===== src/rtl/vend_pkg.sv =====
// Shared definitions for the dual-VM vending front end.
//   status_e     : response status codes returned on resp_status
//   PID_*        : product codes understood by the datapath
//   IDLE_PID_DEF : no-op product code driven while not issuing
//   state_e      : sequencer FSM encoding
//   decode_status: strict-priority flag decode
package vend_pkg;

    typedef enum logic [2:0] {
        ST_OK       = 3'd0,
        ST_INVALID  = 3'd1,
        ST_UNAVAIL  = 3'd2,
        ST_SUGAR    = 3'd3,
        ST_NOTEXACT = 3'd4,
        ST_INSUFF   = 3'd5,
        ST_ERR      = 3'd7
    } status_e;

    localparam logic [2:0] PID_SANDWICH  = 3'd0;
    localparam logic [2:0] PID_CHOCOLATE = 3'd1;
    localparam logic [2:0] PID_WATER     = 3'd2;
    localparam logic [2:0] PID_COFFEE    = 3'd3;
    localparam logic [2:0] PID_TEA       = 3'd4;
    localparam logic [2:0] IDLE_PID_DEF  = 3'b111;

    typedef enum logic [1:0] {
        StIdle    = 2'd0,
        StIssue   = 2'd1,
        StCapture = 2'd2
    } state_e;

    // flags = {invalid, unavail, sugarUns, notExact, insuff, ready}.
    // The first set bit wins; anything below it is don't-care.
    function automatic status_e decode_status(input logic [5:0] flags);
        status_e st;
        if (flags[5] == 1'b1)      st = ST_INVALID;
        else if (flags[4] == 1'b1) st = ST_UNAVAIL;
        else if (flags[3] == 1'b1) st = ST_SUGAR;
        else if (flags[2] == 1'b1) st = ST_NOTEXACT;
        else if (flags[1] == 1'b1) st = ST_INSUFF;
        else if (flags[0] == 1'b1) st = ST_OK;
        else                       st = ST_ERR;
        return st;
    endfunction

endpackage


===== src/rtl/rr_arb2.sv =====
// Two-requester round-robin arbiter.
//   clk_i, rst_i : clock, synchronous active-high reset
//   req_i[1:0]   : request vector
//   accept_i     : grant is taken this cycle; updates the round-robin pointer
//   gnt_o[1:0]   : one-hot combinational grant (zero when no request)
//   gnt_id_o     : index of the granted requester
module rr_arb2 (
    input  logic       clk_i,
    input  logic       rst_i,
    input  logic [1:0] req_i,
    input  logic       accept_i,
    output logic [1:0] gnt_o,
    output logic       gnt_id_o
);

    logic last_q, last_d;

    always_comb begin
        gnt_id_o = 1'b0;
        case (req_i)
            2'b01:   gnt_id_o = 1'b0;
            2'b10:   gnt_id_o = 1'b1;
            2'b11:   gnt_id_o = ~last_q;  // tie goes to the one not granted last
            default: gnt_id_o = 1'b0;
        endcase
        gnt_o  = (req_i == 2'b00) ? 2'b00 : (gnt_id_o ? 2'b10 : 2'b01);
        last_d = (accept_i && (req_i != 2'b00)) ? gnt_id_o : last_q;
    end

    // Reset to 1 so panel0 wins the first tie.
    always_ff @(posedge clk_i) begin
        if (rst_i) last_q <= 1'b1;
        else       last_q <= last_d;
    end

endmodule


===== src/rtl/vend_txn_sequencer.sv =====
// Front-end sequencer for the dual-VM vending datapath.
// Arbitrates two customer panels, issues the granted payload to the datapath
// for exactly one cycle, decodes the returned flags and posts a response.
//   CLK, RST                    : clock, synchronous active-high reset
//   req*/money*/pid*/sugar*     : per-panel request and payload
//   gnt0/gnt1                   : 1-cycle grant pulse
//   resp_*                      : response, qualified by 1-cycle resp_valid
//   dp_money/dp_vm/dp_pid/dp_sugar : to datapath (no-op code outside issue)
//   dp_moneyLeft/dp_itemLeft/dp_flags : from datapath
//   vend_cnt0/vend_cnt1         : saturating OK-vend counters per VM
module vend_txn_sequencer
    import vend_pkg::*;
#(
    parameter logic [2:0]  IDLE_PID = IDLE_PID_DEF,
    parameter int unsigned CNT_W    = 8
) (
    input  logic             CLK,
    input  logic             RST,
    input  logic             req0,
    input  logic             req1,
    input  logic [5:0]       money0,
    input  logic [5:0]       money1,
    input  logic [2:0]       pid0,
    input  logic [2:0]       pid1,
    input  logic             sugar0,
    input  logic             sugar1,
    output logic             gnt0,
    output logic             gnt1,
    output logic             resp_valid,
    output logic             resp_id,
    output logic [2:0]       resp_status,
    output logic [5:0]       resp_change,
    output logic [4:0]       resp_items,
    output logic [5:0]       dp_money,
    output logic             dp_vm,
    output logic [2:0]       dp_pid,
    output logic             dp_sugar,
    input  logic [5:0]       dp_moneyLeft,
    input  logic [4:0]       dp_itemLeft,
    input  logic [5:0]       dp_flags,
    output logic [CNT_W-1:0] vend_cnt0,
    output logic [CNT_W-1:0] vend_cnt1
);

    state_e           state_q, state_d;
    logic             accept;
    logic [1:0]       arb_gnt;
    logic             arb_id;
    logic [1:0]       gnt_q;
    logic [5:0]       money_q;
    logic [2:0]       pid_q;
    logic             sugar_q;
    logic             id_q;
    logic             resp_valid_q, resp_id_q;
    logic [2:0]       resp_status_q;
    logic [5:0]       resp_change_q;
    logic [4:0]       resp_items_q;
    logic [CNT_W-1:0] cnt0_q, cnt1_q;
    status_e          status;
    logic             issuing;

    rr_arb2 u_arb (
        .clk_i    (CLK),
        .rst_i    (RST),
        .req_i    ({req1, req0}),
        .accept_i (accept),
        .gnt_o    (arb_gnt),
        .gnt_id_o (arb_id)
    );

    always_comb begin
        state_d = state_q;
        accept  = 1'b0;
        case (state_q)
            StIdle: begin
                if (req0 || req1) begin
                    accept  = 1'b1;
                    state_d = StIssue;
                end
            end
            StIssue:   state_d = StCapture;
            StCapture: state_d = StIdle;
            default:   state_d = StIdle;
        endcase
    end

    // RST gates the issue so a reset landing in ISSUE never reaches the datapath.
    always_comb begin
        issuing  = (state_q == StIssue) && !RST;
        dp_money = issuing ? money_q : 6'd0;
        dp_vm    = issuing ? id_q : 1'b0;
        dp_pid   = issuing ? pid_q : IDLE_PID;
        dp_sugar = issuing ? sugar_q : 1'b0;
        status   = decode_status(dp_flags);
    end

    always_ff @(posedge CLK) begin
        if (RST) begin
            state_q       <= StIdle;
            gnt_q         <= 2'b00;
            money_q       <= 6'd0;
            pid_q         <= 3'd0;
            sugar_q       <= 1'b0;
            id_q          <= 1'b0;
            resp_valid_q  <= 1'b0;
            resp_id_q     <= 1'b0;
            resp_status_q <= 3'd0;
            resp_change_q <= 6'd0;
            resp_items_q  <= 5'd0;
            cnt0_q        <= '0;
            cnt1_q        <= '0;
        end else begin
            state_q      <= state_d;
            gnt_q        <= accept ? arb_gnt : 2'b00;
            resp_valid_q <= 1'b0;
            if (accept) begin
                money_q <= arb_id ? money1 : money0;
                pid_q   <= arb_id ? pid1 : pid0;
                sugar_q <= arb_id ? sugar1 : sugar0;
                id_q    <= arb_id;
            end
            if (state_q == StCapture) begin
                resp_valid_q  <= 1'b1;
                resp_id_q     <= id_q;
                resp_status_q <= status;
                // Non-OK refunds the latched money, never the datapath's value.
                resp_change_q <= (status == ST_OK) ? dp_moneyLeft : money_q;
                resp_items_q  <= (status == ST_OK) ? dp_itemLeft : 5'd0;
                if (status == ST_OK) begin
                    if (!id_q && (cnt0_q != '1)) cnt0_q <= cnt0_q + CNT_W'(1);
                    if (id_q && (cnt1_q != '1))  cnt1_q <= cnt1_q + CNT_W'(1);
                end
            end
        end
    end

    assign gnt0        = gnt_q[0];
    assign gnt1        = gnt_q[1];
    assign resp_valid  = resp_valid_q;
    assign resp_id     = resp_id_q;
    assign resp_status = resp_status_q;
    assign resp_change = resp_change_q;
    assign resp_items  = resp_items_q;
    assign vend_cnt0   = cnt0_q;
    assign vend_cnt1   = cnt1_q;

endmodule


===== config.mk =====
export PLATFORM = sky130hd
export DESIGN_NAME = vend_txn_sequencer
export DESIGN_NICKNAME = d
export VERILOG_FILES = /design/src/rtl/vend_pkg.sv /design/src/rtl/rr_arb2.sv /design/src/rtl/vend_txn_sequencer.sv
export SDC_FILE = /design/constraint.sdc
export NUM_CORES = 1
export LEC_CHECK = 0
export CORE_UTILIZATION = 40
export CTS_CLUSTER_SIZE = 40
export DETAILED_ROUTE_END_ITERATION = 8
export DONT_BUFFER_PORTS = 1
export GPL_TIMING_DRIVEN = 0
export SETUP_SLACK_MARGIN = 0.3
export SLEW_MARGIN = 20
export SYNTH_ARGS = -nofsm -noshare
export SYNTH_HDL_FRONTEND = slang
export SYNTH_HIERARCHICAL = 1
export SYNTH_SLANG_ARGS = --single-unit

===== constraint.sdc =====
create_clock -name CLK -period 2.2 [get_ports CLK]
set_input_delay 0.44 -clock CLK [delete_from_list [all_inputs] [get_ports CLK]]
set_output_delay 0.44 -clock CLK [all_outputs]
set_load 0.01 [all_outputs]

-- Word level (Yosys, flattened, before mapping)
Index checks and enable logic that the tools add are counted.
- div/mod/pow operators: 0
- shift operators: 0
- bitwise operators: 2
- reduce and logical (&&, ||, !) cells: 14
- multiply operators: 0
- equal/unequal tests: 7
- order comparisons: 0
- muxes and demuxes: 22
- add/subtract/negate cells: 2
- operators with widths (cell ; count):
    2-to-1 mux 3 bit ; 8
    2-to-1 mux 6 bit ; 3
    adder 8 x 1 -> 8 bit, second input constant ; 2
    != test 8 bit, second input constant ; 2
    equality test 2 bit, second input constant ; 3
    2-to-1 mux 1 bit ; 6
    AND reduction 3 bit ; 2
    2-to-1 mux 5 bit ; 1
    logical AND 1 bit ; 4
    logical NOT 2 bit ; 2
    2-to-1 mux 2 bit ; 2
    case mux 2 bit (2 select lines) ; 1
    logical NOT 3 bit ; 1
    OR reduction 3 bit ; 1
    equality test 2 x 1 -> 1 bit, second input constant ; 1
    logical NOT 1 bit ; 2
    != test 2 bit, second input constant ; 1
    inverter 1 bit ; 2
    case mux 1 bit (2 select lines) ; 1
    nonzero test 2 bit ; 1
    logical OR 1 bit ; 1
- memory bits (writable): 0
- output and inout bits: 45
- register bits: 48
- bits of input ports: 41
- bits in latches: 0
- memories: 0
- word-level logic and storage cells: 61
- ROM bits: 0

-- Longest topological paths before layout
- word-level depth: 8
- mapped depth: 6
- mapped depth without buffers: 5

-- Modules after synthesis
Netlist, hierarchy kept.
- by module, submodules not included (module ; cells each ; seq. area each (sq um) ; area each (sq um) ; instances):
    vend_txn_sequencer ; 245 ; 940.9 ; 2132.0 ; 1
    rr_arb2 ; 8 ; 20.0 ; 68.8 ; 1

-- Worst setup path before layout
OpenSTA, ideal clock, no wires.
- path type: in2reg
- from: input port dp_flags[5]
- to: register cnt0_q[3], in the netlist vend_cnt0[3]
- setup time: 70 ps
- slack: 107 ps
- data required time: 2130 ps
- stages: 5
- path buffers: 1
- arrival: 2022 ps
- cells stage by stage: or3_1 or4_1 buf_2 or4_1 a21oi_1
- cells in the longest elaborated chain, start to end: 3
- ends and longest elaborated chain (item ; RTL line ; RTL):
    start: declaration ; vend_txn_sequencer.sv:40 ; input logic [5:0] dp_flags,
    2-to-1 mux 3 bit ; vend_pkg.sv:36 ; if (flags[5] == 1'b1) st = ST_INVALID;
    logical NOT 3 bit ; vend_txn_sequencer.sv:129 ; if (status == ST_OK) begin
    AND reduction 3 bit (no line) ; n/a ;
    end signal: assignment ; vend_txn_sequencer.sv:130 ; if (!id_q && (cnt0_q != '1)) cnt0_q <= cnt0_q + CNT_W'(1);
    end: declaration ; vend_txn_sequencer.sv:58 ; logic [CNT_W-1:0] cnt0_q, cnt1_q;
Every way passes these cells.
A chain may end at the register's enable or synchronous reset.

-- Worst setup path in the final report
- from: register state_q[0]
- to: register cnt0_q[5], in the netlist vend_cnt0[5]
- cells in the longest elaborated chain, start to end: 2
- ends and longest elaborated chain (item ; RTL line ; RTL):
    start: declaration ; vend_txn_sequencer.sv:45 ; state_e state_q, state_d;
    start signal: assignment ; vend_txn_sequencer.sv:99 ; state_q <= StIdle;
    start signal: assignment ; vend_txn_sequencer.sv:113 ; state_q <= state_d;
    equality test 2 bit ; vend_txn_sequencer.sv:122 ; if (state_q == StCapture) begin
    AND reduction 3 bit (no line) ; n/a ;
Every way passes these cells.

==> results.yml <==
outcome:
  status: "finished clean"
synthesis:
  netlist_area_mm2: 0.00220
  avgSynthCellArea_um2: 8.70
  synth_largest_area_cell: "dfxtp_1"
  synth_top_family_by_area: "simple AND/OR/NAND/NOR gates"
  synthXorXnorAreaFrac: 0
  synth_cells: 253
  synth-main-ff-cell: "dfxtp_1"
  yosys.cell_types.count: 34
  synth_edf_count: 0
  synth.area.top_cells: "dfxtp_1 (44%), mux2i_1 (7.7%), a211oi_1 (6.8%), a21oi_1 (5.0%), nor2_1 (4.3%)"
  synthArstFlopShare: 0
  ys_warn_count: 6
  synth_nets: 296
  synth_fa_ha_area_frac: 0.0114
  ys_seq_elements: 48
  synth_top_area_share: 0.437
  muxShareOfSynthArea: 0.0773
  synth-compound-area-share: 0.190
  seq_area_frac_synth: 0.437
  synth_simple_gate_area_frac: 0.242
floorplanning:
  core_mm2: 0.00520
  initial_core_util: 0.423
  die_area_mm2: 0.00580
  rows: 26
  ios: 86
  die_w_um: 76.2
  die_h_um: 76.2
clocking:
  cts_hold_buf: 0
  root_buffer: "clkbuf_8"
  clk_pin_slew_ns: 0.08
  worstSkewPairLatency_ns: 0.29
  cts_setup_buffers: 0
  cts.path.max_buffers: 2
  htree_num_levels: 2
  clock_sinks: 48
  cts_made_buffers: 5
  cts_tree: "built"
global_route:
  antenna_found_initial: 0
  grt_pass1_wl_um: 8470
  grt_use_total: 0.185
  grt_pass1_vias: 1726
  grt_max_degree: 14
  overflow: 0
worst_setup_path:
  r2r-start: "state_q[0]"
  cp-end-kind: "flop"
  cp.arrival_ns: 2.05
  reg2reg_to: "vend_cnt0[5]"
  crit_path_start: "state_q[0]"
  critical_path_class: "flop to flop"
  cp_num_cells: 5
  cp_max_fo: 7
  cp_data_required_time_ns: 2.42
  reg2reg_depth: 5
  crit_path_max_incr_delay_ns: 0.52
  cp-start-kind: "flop"
  crit_end: "vend_cnt0[5]"
  r2r_slack_ns: 0.37
  critPathTopFamily: "simple AND/OR/NAND/NOR gates"
  cp_slowest_cell: "or4_4"
  cp_cell_sequence: "nand2b_1 -> or4_4 -> buf_6 -> or4_1 -> a21oi_1"
  cp_num_buf_inv: 1
place:
  port_buffers: 0
  dp_hpwl_um: 3800
  gp_congestion: 0.752
  place_inst: 323
timing:
  hold_viol: 0
  worstMarginPinSlew_ns: 0.650
  final_max_slew_viol_count: 0
  fin_crit_sh: 0.831
  rsz0062_at_grt: "false"
  setup_violations: 0
  period_needed_ns: 1.83
  finClkSkew_ns: 0.00397
  worst_slew_margin_rel: 0.567
  max_freq_mhz: 547
drt:
  via_per_inst: 5.52
  dr.first_iter.drc_count: 47
  num_vias: 1828
  wl_per_cell_um: 15.9
  drc: 0
  routed_wl_um: 5260
  antenna_left: 0
  drt_pass1_iterations: 4
final_layout:
  fin_cells: 331
  post-route-util: 0.465
  area_growth_pct: 9.95
  antenna_cells: 0
  layout-drive-gt1-share: 0.0728
  fillers: 555
  final_nets: 303
power_and_ir_drop:
  p_clk_frac: 0.327
  p_per_area_mw_per_mm2: 674
  p_comb_frac: 0.097
  power.share.switching: 0.247
  p_leak_nw: 0.786
  ir_drop_mv: 0.401
  p_sw_mw: 0.402
  p_int_mw: 1.23
  p_total_mw: 1.63
  p_seq_frac: 0.576
flow_run:
  timing.max_cap.violations: 0
hold_path:
  hold_class: "primary input to flop"
[power groups by stage]
stage	sequential [mW]	combinational, mW	clock (mW)
floorplan	0.951	0.125	0
global placement	0.959	0.154	0
detailed placement	0.960	0.157	0
CTS	0.939	0.158	0.559
global route	0.946	0.178	0.593
finish	0.940	0.158	0.533
[registers in the layout, summed over array words and instances, names as in the netlist]
signal / count
gnt_q: 2
resp_change: 6
resp_id: 1
state_q: 2
u_arb/last_q: 1
id_q: 1
money_q: 6
sugar_q: 1
resp_items: 5
resp_valid: 1
pid_q: 3
vend_cnt0: 8
vend_cnt1: 8
resp_status: 3
[logic make-up after synthesis]
family	after synthesis
flip-flops	48
adder cells (fa/ha/maj)	2
multiplexers	17
AO/OA/AOI/OAI	64
buffers and inverters	24
AND/OR/NAND/NOR	98
[through the flow]
step	setup TNS [ns]	worst slack, ns	hold WS (ns)	cell area (um2)
finish	0	0.372	0.256	2420
global route	0	0.298	0.236	2420
CTS	0	0.302	0.244	2390
detailed placement	-0.000268	-0.000268	0.489	2290
global placement	0	0.0172	0.483	2290
floorplan	0	0.148	0.473	2200
[cell usage after synthesis, types with 5 or more instances]
master     n
or3_1      5
a21oi_1   22
a211oi_1  20
o31ai_1   10
inv_1      8
mux2i_1   17
dfxtp_1   48
clkbuf_1  10
or4_1      9
nand3_1   12
and2_1    10
nand2_1   11
nor2_1    25
o21ai_0    5
[how the worst min path moves through the flow]
stage	from	end	slack, ns	cells past startpoint
after floorplan	pid_q[0]	pid_q[0]	0.47	2
after CTS	RST	u_arb/last_q	0.24	1
after global placement	resp_items[3]	resp_items[3]	0.48	2
after global routing	RST	u_arb/last_q	0.24	1
after detailed placement	resp_items[3]	resp_items[3]	0.49	2
final	RST	u_arb/last_q	0.26	1
[layout by cell type, fill, tap and decap left out, types with 2 or more instances in the layout]
cell type  instances
a211oi_1          19
a21boi_0           3
a21oi_1           22
and2_1            10
and3_1             2
and4_1             3
buf_1              3
clkbuf_1          10
clkbuf_8           6
dfxtp_1           46
ha_1               2
inv_1              8
mux2i_1           17
nand2_1           11
nand2b_1           4
nand3_1           12
nand4_1            3
nor2_1            25
nor2b_1            3
nor3_1             3
nor4_1             2
o21ai_0            4
o31ai_1           10
or3_1              5
or4_1              8
[worst register-to-register path: cells and delay by family, from the launching register on]
kind                   cells  cell delay [ns]
flip-flops                 1             0.36
AO/OA/AOI/OAI              1             0.13
AND/OR/NAND/NOR            3             1.14
buffers and inverters      1             0.14
[area by class of cell]
class | count | area [um2] | share of cell area
inverters | 8 | 30.0 | 0.0124
well taps | 70 | 87.6 | 0.0362
flip-flops and latches | 48 | 966 | 0.399
plain buffers | 16 | 77.6 | 0.0321
multi-input cells | 181 | 1170 | 0.483
clock buffers | 8 | 90.1 | 0.0372
[what timing repair did]
| action | in CTS | in global routing |
|---|---|---|
| cloned | 0 | 0 |
| gates resized for setup | 4 | 11 |
| setup endpoints to repair | 10 | 15 |
| pin swaps | 0 | 1 |
[routing by layer]
metal	vias to the layer above	wire length (um)	global-route usage
met1	828	2390	0.225
met5	-	0	0
met4	0	61	0.0692
li1	945	-	-
met2	49	2420	0.295
met3	6	389	0.0731
(Power assumes the default switching activity.)
